<file path="src/rtl/apb_bridge_fsm.sv">
// APB2 transfer controller for the AHB-to-APB bridge: sequences SETUP/ACCESS
// from the decoder strobe and answers the AHB side with hreadyout/hrdata.
module apb_bridge_fsm #(
    parameter int ADDR_W = 32,
    parameter int DATA_W = 32,
    parameter int NSLV   = 7
) (
    input  logic              pclk,
    input  logic              hreset,
    input  logic              valid,
    input  logic              hwrite,
    input  logic [ADDR_W-1:0] haddr,
    input  logic [DATA_W-1:0] hwdata,
    input  logic [NSLV-1:0]   psel_in,
    input  logic [DATA_W-1:0] prdata,
    output logic              hreadyout,
    output logic [DATA_W-1:0] hrdata,
    output logic [NSLV-1:0]   psel,
    output logic              penable,
    output logic              pwrite,
    output logic [ADDR_W-1:0] paddr,
    output logic [DATA_W-1:0] pwdata
);

    typedef enum logic [1:0] {
        IDLE   = 2'd0,
        WWAIT  = 2'd1,
        SETUP  = 2'd2,
        ACCESS = 2'd3
    } state_t;

    state_t            state;
    logic [NSLV-1:0]   sel_hold;
    logic [DATA_W-1:0] hrdata_q;
    logic              accept;

    // A strobe with no slave selected is dropped as if it never came.
    assign accept = valid && hreadyout && (state == IDLE || state == ACCESS)
                    && (psel_in != '0);

    always_ff @(posedge pclk or posedge hreset) begin
        if (hreset) begin
            state     <= IDLE;
            sel_hold  <= '0;
            hrdata_q  <= '0;
            hreadyout <= 1'b1;
            psel      <= '0;
            penable   <= 1'b0;
            pwrite    <= 1'b0;
            paddr     <= '0;
            pwdata    <= '0;
        end else begin
            case (state)
                IDLE, ACCESS: begin
                    penable <= 1'b0;
                    if (state == ACCESS && !pwrite)
                        hrdata_q <= prdata;
                    if (accept) begin
                        paddr     <= haddr;
                        sel_hold  <= psel_in;
                        pwrite    <= 1'b0;
                        hreadyout <= 1'b0;
                        // Writes wait one cycle for hwdata before SETUP.
                        if (hwrite) begin
                            psel  <= '0;
                            state <= WWAIT;
                        end else begin
                            psel  <= psel_in;
                            state <= SETUP;
                        end
                    end else begin
                        psel      <= '0;
                        pwrite    <= 1'b0;
                        hreadyout <= 1'b1;
                        state     <= IDLE;
                    end
                end
                WWAIT: begin
                    pwdata <= hwdata;
                    psel   <= sel_hold;
                    pwrite <= 1'b1;
                    state  <= SETUP;
                end
                SETUP: begin
                    penable   <= 1'b1;
                    hreadyout <= 1'b1;
                    state     <= ACCESS;
                end
                default: begin
                    psel      <= '0;
                    penable   <= 1'b0;
                    hreadyout <= 1'b1;
                    state     <= IDLE;
                end
            endcase
        end
    end

    assign hrdata = (state == ACCESS && !pwrite) ? prdata : hrdata_q;

endmodule
</file>
<file path="config.mk">
export PLATFORM = sky130hd
export DESIGN_NAME = apb_bridge_fsm
export DESIGN_NICKNAME = d
export VERILOG_FILES = /design/src/rtl/apb_bridge_fsm.sv
export SDC_FILE = /design/constraint.sdc
export NUM_CORES = 1
export LEC_CHECK = 0
export ABC_CLOCK_PERIOD_IN_PS = 7980
export BUFFER_PORTS_ARGS = -buffer_cell sky130_fd_sc_hd__buf_2
export CAP_MARGIN = 25
export CORE_ASPECT_RATIO = 0.5
export CORE_MARGIN = 5
export CORE_UTILIZATION = 40
export DETAILED_ROUTE_END_ITERATION = 10
export GPL_TIMING_DRIVEN = 0
export PLACE_DENSITY = 0.69
export REMOVE_ABC_BUFFERS = 1
export SLEW_MARGIN = 20
export SYNTH_ARGS = -nofsm -noshare
export SYNTH_HDL_FRONTEND = slang
export SYNTH_SLANG_ARGS = --single-unit
</file>
<file path="constraint.sdc">
create_clock -name pclk -period 7.98 [get_ports pclk]
set_input_delay 0 -clock pclk [delete_from_list [all_inputs] [get_ports pclk]]
set_output_delay 0 -clock pclk [all_outputs]
set_load 0.005 [all_outputs]
</file>
==> impl_metrics.json <==
{
  "crit_path_end_kind": "flop",
  "numCtsBuffers": 17,
  "clkLatencyLatePin_ns": 0.40,
  "grtUsageTotal_pct": 18.16,
  "setup_viol": 0,
  "rows": 28,
  "pwr_density_cell_nw_per_um2": 393.6,
  "crit_required_ns": 8.26,
  "synth_compound_area_share_pct": 3.831,
  "globalplace.congestion": 0.7497,
  "hold_path_class": "input pin to async pin",
  "synth_fa_ha_area_share_pct": 1.303,
  "synth-seq-cells": 115,
  "final_cell_mix": "212 x buf_2, 127 x mux2_2, 114 x dfrtp_1",
  "power_frac_clock_pct": 27.6,
  "fill_cells": 844,
  "synth_top_area_cell": "dfrtp_1",
  "fin_setup_tns_ns": 0,
  "clkSlewWorstSetupHoldPaths_ns": 0.05,
  "area_delta_synth_final_pct": 63.46,
  "yosys.area_share.xor_xnor_pct": 0,
  "post_cts_resized": 0,
  "cts_buffer_depth": 2,
  "critPathKind": "flop to flop",
  "portBuffers": 212,
  "fin_area_um2": 7848,
  "fin_crit_sh_pct": 30.35,
  "synthMuxAreaShare_pct": 30.26,
  "p_int_w": 0.002203,
  "finalPower_w": 0.003089,
  "final_nets": 751,
  "maxCapViolations": 0,
  "drt-initial-drc-count": 131,
  "wire_per_inst_um": 15.67,
  "ys_seq_area_share_pct": 59.97,
  "worst_slew_pin_slew_ns": 0.8104,
  "multiInputGateArea_um2": 1813,
  "cts_setup_buffers": 0,
  "grt_max_degree": 61,
  "ios": 213,
  "vias_per_cell": 4.632,
  "peakVddDrop_v": 0.0001967,
  "cts_sinks": 115,
  "grt_antenna_before_repair": 0,
  "ant_nets": 0,
  "fmax_ghz": 0.4128,
  "p_sw_share_pct": 28.68,
  "overflow": 0,
  "fin_crit_ns": 2.422,
  "cts_tree": "built",
  "status": "finished, final reports clean",
  "start_util_pct": 40.78,
  "netlist_area_um2": 4801,
  "dr_total_vias": 3784,
  "utilization_pct": 66.67,
  "cts_root_buf": "clkbuf_16",
  "seqPwrFrac_pct": 33.3,
  "yosysWarnings": 0,
  "p_switching_w": 0.0008858,
  "die-area_um2": 14430,
  "critPathMaxFanout": 12,
  "synthCells": 313,
  "layout_commonest_cell": "buf_2",
  "die_y_um": 87.47,
  "fp.dieW_um": 164.9,
  "clock_skew_ns": 0.008258,
  "antennaDiodeCount": 0,
  "drt_pass1_iterations": 4,
  "dp_hpwl_mm": 8.226,
  "yosysUniqueCellTypes": 23,
  "synthSimpleGateAreaFrac_pct": 2.267,
  "core_um2": 11770,
  "drc": 0,
  "grt_pass1_wl_mm": 20.36,
  "slew_headroom_pct": 45.83,
  "seq_area_um2": 2879,
  "cts_max_level": 4,
  "rsz0062_at_grt": "false",
  "p_leak_nw": 3.751,
  "hold_viol": 0,
  "drt-total-wl_mm": 12.80,
  "comb_power_share_pct": 39.2,
  "syn_avg_cell_area_um2": 15.34,
  "critPathLaunchType": "flop",
  "grt_pass1_vias": 4167,
  "synthTopCellsByArea": "dfrtp_1 59%, mux2_2 30%, a221o_1 1.5%",
  "slew_violations": 0,
  "placed_area_um2": 6126,
  "synth_top_family_by_area": "multiplexers",
  "synth.top_cell.area_share_pct": 59.42,
  "cp.arrival_ns": 2.70,
  "drive_gt1_share_pct": 59.20
}
[repair_timing]
item / CTS / global route
hold buffers: 105 / 0
endpoints found under the hold margin: 166 / 0
endpoints found under the setup margin: 0 / 0
[cells by family after synthesis]
| group | Yosys count |
|---|---|
| AND/OR/NAND/NOR | 21 |
| flip-flops | 115 |
| AO/OA/AOI/OAI | 19 |
| adder cells (fa/ha/maj) | 5 |
| multiplexers | 129 |
| buffers and inverters | 24 |
[critical path, stage by stage (launching register included)]
cell and delay (ns):
dfrtp_1 0.39, inv_1 0.08, ha_1 0.34, and3_1 0.42, o41ai_4 0.22, buf_6 0.19
buf_4 0.19, buf_4 0.18, mux2_2 0.27
[metrics by stage]
| step | std cells | setup slack [ns] | hold slack, ns |
|---|---|---|---|
| floorplan | 294 | 4.938 | 0.1118 |
| global placement | 671 | 3.503 | 0.2159 |
| detailed placement | 680 | 5.567 | 0.1005 |
| CTS | 817 | 5.555 | 0.2218 |
| global route | 817 | 5.415 | 0.2401 |
| finish | 817 | 5.558 | 0.1910 |
[routing by layer]
metal / vias up / routed length [um] / GRT usage [%]
li1: 1778 / - / -
met1: 1875 / 4885 / 18.87
met2: 106 / 6929 / 34.35
met3: 25 / 709 / 5.343
met4: 0 / 276 / 7.849
met5: - / 0 / 0
[cells in the mapped netlist]
cell type / instances
nor2_1: 7
clkbuf_1: 8
o22ai_1: 1
and3_1: 1
buf_1: 7
o21ai_0: 2
inv_1: 5
nor4b_2: 1
a22o_1: 7
o31a_1: 1
nand2b_1: 2
o41ai_4: 1
dfstp_2: 1
buf_6: 3
mux2_2: 127
nand3b_1: 1
ha_1: 5
dfrtp_1: 114
or4_4: 1
nand2_1: 8
mux2_1: 2
buf_2: 1
a221o_1: 7
[power groups by stage]
stage | Sequential, W | Clock (W) | Combinational (W)
6_report | 0.00103 | 0.000851 | 0.00121
5_1_grt | 0.00107 | 0.000896 | 0.00132
4_1_cts | 0.00102 | 0.000871 | 0.00122
3_5_place_dp | 0.00103 | 0 | 0.00117
3_3_place_gp | 0.00101 | 0 | 0.00111
2_1_floorplan | 0.00103 | 0 | 0.000655
[cell type report]
class,instances,area share [%]
Timing Repair Buffer,326,28.73
Sequential cell,115,36.69
Tap cell,165,2.631
Inverter,5,0.3029
Clock inverter,9,2.200
Clock buffer,23,6.346
Multi-Input combinational cell,174,23.10
[worst paths after layout]
| kind | depth (start not counted) | slack [ns] | to | from |
|---|---|---|---|---|
| worst min-delay path | 3 | 0.19 | hrdata_q[0] | hreset |
| worst min register to register | 1 | 0.48 | paddr[24] | paddr[24] |
| max in group asynchronous | 4 | 7.10 | pwdata[9] | hreset |
| worst max-delay path | 8 | 5.56 | paddr[8] | state[0] |
| min in group pclk | 4 | 0.30 | state[1] | valid |
| worst max register to register | 8 | 5.56 | paddr[8] | state[0] |
[flip-flops by register name, indices dropped and copies added, names as in the netlist]
name	cells
state	2
pwdata	32
sel_hold	7
hreadyout	1
paddr	32
hrdata_q	32
psel	7
pwrite	1
penable	1
No activity file was read; power rests on OpenSTA's default activity.
